**config.mk**
```make
export PLATFORM = sky130hd
export DESIGN_NAME = alu_mul_sequencer
export DESIGN_NICKNAME = d
export VERILOG_FILES = /design/src/rtl/alu_mul_sequencer_pkg.sv /design/src/rtl/alu_mul_sequencer_alu.sv /design/src/rtl/alu_mul_sequencer.sv
export SDC_FILE = /design/constraint.sdc
export NUM_CORES = 1
export LEC_CHECK = 0
export CORE_ASPECT_RATIO = 1.75
export CORE_MARGIN = 4
export CORE_UTILIZATION = 55
export CTS_BUF_LIST = sky130_fd_sc_hd__clkbuf_4 sky130_fd_sc_hd__clkbuf_8 sky130_fd_sc_hd__clkbuf_16
export CTS_CLUSTER_DIAMETER = 50
export CTS_CLUSTER_SIZE = 25
export DETAILED_ROUTE_END_ITERATION = 8
export PLACE_DENSITY = 0.8
export SYNTH_ARGS = -nofsm -noshare
export SYNTH_HDL_FRONTEND = slang
export SYNTH_SLANG_ARGS = --single-unit
```
**constraint.sdc**
```tcl
create_clock -name clk -period 7.05 [get_ports clk]
set_clock_uncertainty 0.05 [all_clocks]
set_input_delay 1.41 -clock clk [delete_from_list [all_inputs] [get_ports clk]]
set_output_delay 1.41 -clock clk [all_outputs]
set_load 0.02 [all_outputs]
```
**src/rtl/alu_mul_sequencer_pkg.sv**
```systemverilog
// Shared constants for the shift-and-add multiplier: Hack ALU control words,
// datapath widths and the sequencer state encoding.
package alu_mul_sequencer_pkg;

  localparam int ALU_W = 16;

  // Control word order is {zx, nx, zy, ny, f, no}
  localparam logic [5:0] ALU_CTRL_ADD    = 6'b000010;
  localparam logic [5:0] ALU_CTRL_PASS_X = 6'b001100;

  typedef enum logic [2:0] {
    S_IDLE = 3'd0,
    S_ADD  = 3'd1,
    S_DBL  = 3'd2,
    S_FLAG = 3'd3,
    S_DONE = 3'd4
  } state_t;

endpackage

```
**src/rtl/alu_mul_sequencer_alu.sv**
```systemverilog
// Combinational 16-bit Hack ALU: zx/nx/zy/ny input conditioning, f selects
// add or and, no inverts the result; zr/ng describe the final output.
module alu_mul_sequencer_alu
  import alu_mul_sequencer_pkg::*;
(
  input  logic [ALU_W-1:0] x,
  input  logic [ALU_W-1:0] y,
  input  logic [5:0]       ctrl,
  output logic [ALU_W-1:0] out,
  output logic             zr,
  output logic             ng
);

  logic [ALU_W-1:0] x_z, x_n, y_z, y_n, f_out;

  always_comb begin
    x_z   = ctrl[5] ? '0 : x;
    x_n   = ctrl[4] ? ~x_z : x_z;
    y_z   = ctrl[3] ? '0 : y;
    y_n   = ctrl[2] ? ~y_z : y_z;
    f_out = ctrl[1] ? (x_n + y_n) : (x_n & y_n);
    out   = ctrl[0] ? ~f_out : f_out;
    zr    = (out == '0);
    ng    = out[ALU_W-1];
  end

endmodule

```
**src/rtl/alu_mul_sequencer.sv**
```systemverilog
// Multi-cycle 16x16 -> low-16 multiplier that sequences one Hack ALU through
// ADD/DBL pairs. Define MUL_EARLY_EXIT_EN to stop once the multiplier is exhausted.
module alu_mul_sequencer
  import alu_mul_sequencer_pkg::*;
#(
  parameter int WIDTH = 16
) (
  input  logic             clk,
  input  logic             reset,
  input  logic             req_valid,
  output logic             req_ready,
  input  logic [WIDTH-1:0] req_a,
  input  logic [WIDTH-1:0] req_b,
  output logic             resp_valid,
  input  logic             resp_ready,
  output logic [WIDTH-1:0] resp_prod,
  output logic             resp_zr,
  output logic             resp_ng,
  output logic             busy,
  output state_t           dbg_state
);

  localparam int CNT_W = $clog2(WIDTH);

  // Handshakes: a transfer happens on a rising edge where valid && ready.
  // Requests are taken only in IDLE; a response is held until resp_ready.
  state_t           state_q, state_d;
  logic [WIDTH-1:0] acc_q, mcand_q, mplr_q;
  logic [CNT_W-1:0] cnt_q;
  logic [WIDTH-1:0] alu_x, alu_y, alu_out;
  logic [5:0]       alu_ctrl;
  logic             alu_zr, alu_ng;

  alu_mul_sequencer_alu u_alu (
    .x    (alu_x),
    .y    (alu_y),
    .ctrl (alu_ctrl),
    .out  (alu_out),
    .zr   (alu_zr),
    .ng   (alu_ng)
  );

  always_comb begin
    state_d  = state_q;
    alu_x    = acc_q;
    alu_y    = mcand_q;
    alu_ctrl = ALU_CTRL_PASS_X;
    case (state_q)
      S_IDLE: begin
        if (req_valid) begin
`ifdef MUL_EARLY_EXIT_EN
          state_d = (req_b == '0) ? S_FLAG : S_ADD;
`else
          state_d = S_ADD;
`endif
        end
      end
      S_ADD: begin
        alu_ctrl = ALU_CTRL_ADD;
        state_d  = S_DBL;
      end
      S_DBL: begin
        alu_x    = mcand_q;
        alu_ctrl = ALU_CTRL_ADD;
        if (cnt_q == CNT_W'(WIDTH - 1)) state_d = S_FLAG;
`ifdef MUL_EARLY_EXIT_EN
        else if ((mplr_q >> 1) == '0) state_d = S_FLAG;
`endif
        else state_d = S_ADD;
      end
      S_FLAG: state_d = S_DONE;
      S_DONE: if (resp_ready) state_d = S_IDLE;
      default: state_d = S_IDLE;
    endcase
  end

  always_ff @(posedge clk) begin
    if (reset) begin
      state_q    <= S_IDLE;
      acc_q      <= '0;
      mcand_q    <= '0;
      mplr_q     <= '0;
      cnt_q      <= '0;
      resp_valid <= 1'b0;
      resp_prod  <= '0;
      resp_zr    <= 1'b0;
      resp_ng    <= 1'b0;
    end else begin
      state_q <= state_d;
      case (state_q)
        S_IDLE: begin
          if (req_valid) begin
            acc_q   <= '0;
            mcand_q <= req_a;
            mplr_q  <= req_b;
            cnt_q   <= '0;
          end
        end
        S_ADD: if (mplr_q[0]) acc_q <= alu_out;
        S_DBL: begin
          mcand_q <= alu_out;
          mplr_q  <= mplr_q >> 1;
          cnt_q   <= cnt_q + 1'b1;
        end
        S_FLAG: begin
          resp_prod  <= alu_out;
          resp_zr    <= alu_zr;
          resp_ng    <= alu_ng;
          resp_valid <= 1'b1;
        end
        S_DONE: if (resp_ready) resp_valid <= 1'b0;
        default: ;
      endcase
    end
  end

  assign req_ready = (state_q == S_IDLE);
  assign busy      = (state_q != S_IDLE);
  assign dbg_state = state_q;

endmodule

```
# ---- Word-level counts from Yosys, hierarchy flattened
# Cells that the tools add are included.
dict set report totals {
  regBits 74
  latchBits 0
  ramBits 0
  romBits 0
  input_bits 36
  mem_count 0
}
dict set report op_classes {
  addsub 2
  mul 0
  div_mod_pow 0
  magnitude_cmp 0
  eq_ne 8
  shift 0
  n_mux 23
  bitwise_logic 4
  n_reduce_logical 11
}
# operator n
set op_table {}
lappend op_table {{two-way mux 16 bit} 11}
lappend op_table {{one-hot mux 16 bit (2 select lines)} 3}
lappend op_table {{NOT 16 bit} 3}
lappend op_table {{adder 16 bit} 1}
lappend op_table {{bitwise AND 16 bit} 1}
lappend op_table {{zero test 16 bit} 1}
lappend op_table {{one-hot mux 3 bit (5 select lines)} 1}
lappend op_table {{two-way mux 4 bit} 2}
lappend op_table {{one-hot mux 4 bit (2 select lines)} 1}
lappend op_table {{equality test 3 x 2 -> 1 bit (second input constant)} 2}
lappend op_table {{two-way mux 3 bit} 2}
lappend op_table {{!= test 2 bit (second input constant)} 3}
lappend op_table {{AND reduction 2 bit} 3}
lappend op_table {{nonzero test 2 bit} 3}
lappend op_table {{adder 4 x 1 -> 4 bit (second input constant)} 1}
lappend op_table {{equality test 4 bit (second input constant)} 1}
lappend op_table {{equality test 3 x 1 -> 1 bit (second input constant)} 1}
lappend op_table {{equality test 3 bit (second input constant)} 1}
lappend op_table {{zero test 3 bit} 1}
lappend op_table {{AND reduction 3 bit} 1}
lappend op_table {{nonzero test 3 bit} 1}
lappend op_table {{two-way mux 2 bit} 1}
lappend op_table {{one-hot mux 1 bit (2 select lines)} 1}
lappend op_table {{OR reduction 2 bit} 1}
lappend op_table {{two-way mux 1 bit} 1}

# ---- Longest topological paths before layout
dict set report depth {
  ltp_word 12
  depth_mapped 15
  ltp_nobuf 12
}

# ---- By module
# A second synthesis with hierarchy kept.
dict set report unflattened {
  cells_unflattened 663
  hier_area_um2 5388.9
}
# mod instances cells_per_inst area_per_inst_um2 seq_area_each_um2
set by_module_without_submodules {}
lappend by_module_without_submodules {alu_mul_sequencer 1 417 3523.4 1481.4}
lappend by_module_without_submodules {alu_mul_sequencer_alu 1 246 1865.5 0.0}

# ---- Worst setup path before layout
# Ideal clock, no wire load.
dict set report synth_timing {
  path_kind {register to register}
  startpoint {register state_q[1] (netlist: dbg_state[1])}
  endpoint {register mcand_q[14] (netlist: alu_y[14])}
  setup_time_ns 0.116
  arrival_time_ns 3.455
  required_time_ns 6.884
  slack_ns 3.429
  path_stages_with_launch 16
  path_buffers 3
  synth_period_minus_slack_ns 3.621
  cell_sequence {dfxtp_1 buf_2 inv_2 nor3_2 clkbuf_1 buf_1 nand2_1 nand2_1 ha_1 fa_1 a21oi_1 o211a_4 or4b_4 nand2_1 a211oi_1 a31o_2}
}
dict set report synth_via {
  elab_chain_len 11
  word_cells_on_any_way 21
  cone_classes {1 x add/sub; 3 x eq/ne; 9 x mux; 4 x bitwise; 4 x reduce/logical}
}
# element line
set synth_lines {}
lappend synth_lines {{from (decl)} alu_mul_sequencer.sv:27} ;# state_t state_q, state_d;
lappend synth_lines {{from (signal assigned)} alu_mul_sequencer.sv:89} ;# state_q <= state_d;
lappend synth_lines {{equality test 3 x 1 -> 1 bit / equality test 3 x 2 -> 1 bit (equally long branches)} {alu_mul_sequencer.sv:48, alu_mul_sequencer.sv:90}}
lappend synth_lines {{OR reduction 2 bit (no source line)} n/a}
lappend synth_lines {{two-way mux 4 bit} alu_mul_sequencer.sv:48} ;# case (state_q)
lappend synth_lines {{two-way mux 16 bit} alu_mul_sequencer_alu.sv:19} ;# y_z = ctrl[3] ? '0 : y;
lappend synth_lines {{NOT 16 bit} alu_mul_sequencer_alu.sv:20} ;# y_n = ctrl[2] ? ~y_z : y_z;
lappend synth_lines {{two-way mux 16 bit} alu_mul_sequencer_alu.sv:20}
lappend synth_lines {{adder 16 bit / bitwise AND 16 bit (equally long branches)} alu_mul_sequencer_alu.sv:21} ;# f_out = ctrl[1] ? (x_n + y_n) : (x_n & y_n);
lappend synth_lines {{two-way mux 16 bit} alu_mul_sequencer_alu.sv:21}
lappend synth_lines {{NOT 16 bit} alu_mul_sequencer_alu.sv:22} ;# out = ctrl[0] ? ~f_out : f_out;
lappend synth_lines {{two-way mux 16 bit} alu_mul_sequencer_alu.sv:22}
lappend synth_lines {{one-hot mux 16 bit (2 select lines)} alu_mul_sequencer.sv:90} ;# case (state_q)
lappend synth_lines {{to (signal assigned)} alu_mul_sequencer.sv:94} ;# mcand_q <= req_a;
lappend synth_lines {{to (signal assigned)} alu_mul_sequencer.sv:101} ;# mcand_q <= alu_out;
lappend synth_lines {{to (decl)} alu_mul_sequencer.sv:28} ;# logic [WIDTH-1:0] acc_q, mcand_q, mplr_q;
# Several ways; a longest one is shown, not always the timed one.
# A chain may end at the register's enable or synchronous reset.

# ---- Final worst setup path
dict set report layout_timing {
  startpoint {register state_q[1] (netlist: dbg_state[1])}
  endpoint {register mcand_q[15] (netlist: alu_y[15])}
}
# The elaborated chain is that of the path after synthesis.

==> summary.txt <==
Detailed routing
  – 1st-pass router iterations: 4
  – Post-route DRC: 0
  – Avg Vias per Cell: 6.11
  – Drt total wl: 11.9 mm
  – Antenna Nets Post-Route: 0
  – DRT iter0 DRCs: 355
  – DR vias: 4208
  – Drt wl/cell: 17.3 microns

Finish
  – Area taken by flip-flops and latches: 1460 sq um
  – # diodes: 0
  – Area used by multi-input combinational logic: 2550 sq um
  – Final cell count without fillers: 689
  – Fraction of layout cells with a size suffix above 1: 0.0746
  – NumNets Final: 653
  – Cell area after layout: 5080 sq um
  – Final-layout fill cell count: 660
  – Synthesis-to-finish area growth: 20.9%

Setup path
  – Data required, critical path: 7.26 ns
  – Worst setup EP type: register
  – CP arrival: 4.32 ns
  – Crit Path Category: reg2reg
  – Crit-path max FO: 34
  – Startpoint Class: register

Yosys
  – Top_reg_cell synth: dfxtp_1
  – Cell Area, Synth: 4200 sq um
  – Syn_area_per_cell: 7.48 sq um
  – Syn_nets: 616
  – Synthesized instance count: 561
  – Post-synthesis sequential area ratio: 0.348
  – #FFs+latches synth: 73
  – Post-synth ARST share: 0
  – Post-synth EDFFs: 0
  – Synth Warn #: 0
  – Library cells used by synthesis: 58

Die
  – # IOs: 60
  – Die X: 74.0 microns
  – Row count: 41
  – Initial core utilization: 0.572
  – Core area: 7340 sq um
  – Chip height: 124 microns
  – Die area: 9150 sq um

Timing
  – Pins Over Slew Limit: 0
  – RSZ-0062 raised after global routing: false
  – Setup violations, final: 0
  – Crit path time final: 4.11 ns
  – Slew margin rel.: 0.429
  – Setup TNS: 0 ns
  – Final period util: 0.583
  – Final Hold Vio Count: 0
  – Fmax achieved: 243 MHz
  – Tightest Pin Transition: 0.855 ns

Global route
  – Vias in the first global route: 4155
  – Pin count of the biggest net entering global routing: 63
  – Grt ovf: 0
  – First-pass GRT wire length: 19.3 mm
  – GRT Util Overall: 0.274
  – Initial antenna violation count: 0

Clock tree
  – Num CTS Buffers: 9
  – Clock Tree Buf Depth: 2
  – Root buffer selected by CTS: clkbuf_16
  – CTS HTree Levels: 3
  – CTS resizes: 0
  – Clk sinks: 73
  – Clk slew on worst S/H paths: 0.06 ns
  – Worst skew pair latency: 0.34 ns
  – TritonCTS clock tree: built
  – Post-CTS setup buffer count: 0
  – Hold-fix buffers, CTS: 0

Power
  – Pwr/cell area: 214 nW/um^2
  – Max VDD drop: 0.149 mV
  – Total power: 1.09 mW
  – Leakage power: 1.94 nW

Outcome
  – Status: finished clean

Place
  – Placed Cells: 673
  – Number of port buffers: 59
  – DP Area: 4800 sq um
  – Placer Congestion: 0.897
  – Detailed placement HPWL: 8.38 mm

Min path
  – Hold crit path type: reg2reg

Job
  – Max-cap viol count: 0
## cell families after synthesis
family / count (synthesis) / share of synthesized area
and+or+nand+nor: 244 / 0.266
AOI/OAI and AO/OA: 155 / 0.237
DFF: 73 / 0.348
buffers and inverters: 51 / 0.0483
adders and majority gates: 19 / 0.0584
xor gates and xnor gates: 13 / 0.0271
muxes: 6 / 0.0149
## registers in the layout, indices dropped and copies added (netlist names)
| name | flops |
|---|---|
| cnt_q | 4 |
| resp_prod | 16 |
| alu_y | 16 |
| mplr_q | 16 |
| dbg_state | 3 |
| acc_q | 16 |
| resp_zr | 1 |
| resp_valid | 1 |
## final timing paths
check / slack [ns] / startpoint / depth (start not counted) / endpoint
max: 2.94 / dbg_state[1] / 12 / alu_y[15]
max reg2reg: 2.94 / dbg_state[1] / 12 / alu_y[15]
min: 0.40 / resp_prod[10] / 2 / resp_prod[10]
min reg2reg: 0.40 / resp_prod[10] / 2 / resp_prod[10]
## cell usage after synthesis (2+ instances only)
| cell type | n | area [sq um] |
|---|---|---|
| a2111oi_0 | 2 | 17.5 |
| a211oi_1 | 11 | 82.6 |
| a21oi_1 | 67 | 335 |
| a22oi_1 | 7 | 52.6 |
| a2bb2oi_1 | 2 | 17.5 |
| a311oi_1 | 3 | 26.3 |
| a31o_2 | 4 | 35.0 |
| a31oi_1 | 2 | 12.5 |
| and3_1 | 8 | 50.1 |
| buf_1 | 4 | 15.0 |
| buf_2 | 5 | 25.0 |
| clkbuf_1 | 31 | 116 |
| dfxtp_1 | 73 | 1460 |
| ha_1 | 18 | 225 |
| inv_1 | 8 | 30.0 |
| mux2_2 | 2 | 22.5 |
| mux2i_1 | 4 | 40.0 |
| nand2_1 | 123 | 462 |
| nand2b_1 | 2 | 12.5 |
| nand3_1 | 11 | 55.1 |
| nand4b_1 | 5 | 43.8 |
| nor2_1 | 45 | 169 |
| nor2b_1 | 3 | 18.8 |
| nor3_1 | 11 | 55.1 |
| nor4_1 | 7 | 43.8 |
| nor4b_1 | 2 | 17.5 |
| o21ai_0 | 24 | 120 |
| o221a_2 | 2 | 22.5 |
| o221ai_1 | 16 | 140 |
| o22ai_1 | 3 | 18.8 |
| or2_2 | 2 | 12.5 |
| or3_1 | 17 | 106 |
| xnor2_1 | 10 | 87.6 |
| xor2_1 | 3 | 26.3 |
## placed cells by master (no fill, tap or decap), types with 4 or more instances in the layout
cell	n
or3_1	17
nand2_1	123
dfxtp_1	73
ha_1	18
a31o_2	4
nand3_1	11
clkdlybuf4s50_1	58
nor2_1	45
a211oi_1	11
mux2i_1	4
clkbuf_16	9
nor4_1	7
nor3_1	11
o221ai_1	16
inv_1	8
a21oi_1	67
and3_1	8
a22oi_1	7
buf_4	9
o21ai_0	23
xnor2_1	10
nand4b_1	5
## metal layers
metal	vias up	GRT usage	wire length, microns
met3	35	0.0460	797
met4	0	0.194	547
met2	139	0.478	6140
met5	-	0	0
met1	1957	0.291	4420
li1	2077	-	-
## report_power, final
group | total (mW) | internal, mW | leakage (nW) | switching (mW)
sequential | 0.445 | 0.431 | 0.595 | 0.0143
combinational | 0.226 | 0.0928 | 1.22 | 0.133
clock | 0.417 | 0.237 | 0.131 | 0.180
## worst max-delay path: stages, from the launching register on
cell,delay [ns]
dfxtp_1,0.58
inv_2,0.25
nor3_4,0.57
buf_4,0.46
nand2_1,0.09
nand2_1,0.13
ha_1,0.25
a211oi_1,0.42
nor4_1,0.16
or3_1,0.40
a31oi_1,0.29
xor2_1,0.13
a211oi_1,0.23
## area by class of cell
type                            instances  share of cell area
Inverter                                9             0.00666
Multi-Input combinational cell        437               0.502
Sequential cell                        73               0.288
Clock buffer                            9              0.0444
Timing Repair Buffer                   68               0.129
Tap cell                               86              0.0212
Clock inverter                          7             0.00937
## metrics by stage
step	hold WS [ns]	setup WS [ns]	util
floorplan	0.382	3.43	-
finish	0.401	2.94	0.692
CTS	0.405	2.93	0.692
global route	0.424	2.55	0.692
global placement	0.390	3.10	0.655
detailed placement	0.396	2.95	0.655
Note: power is estimated with default switching activity, not from simulation.
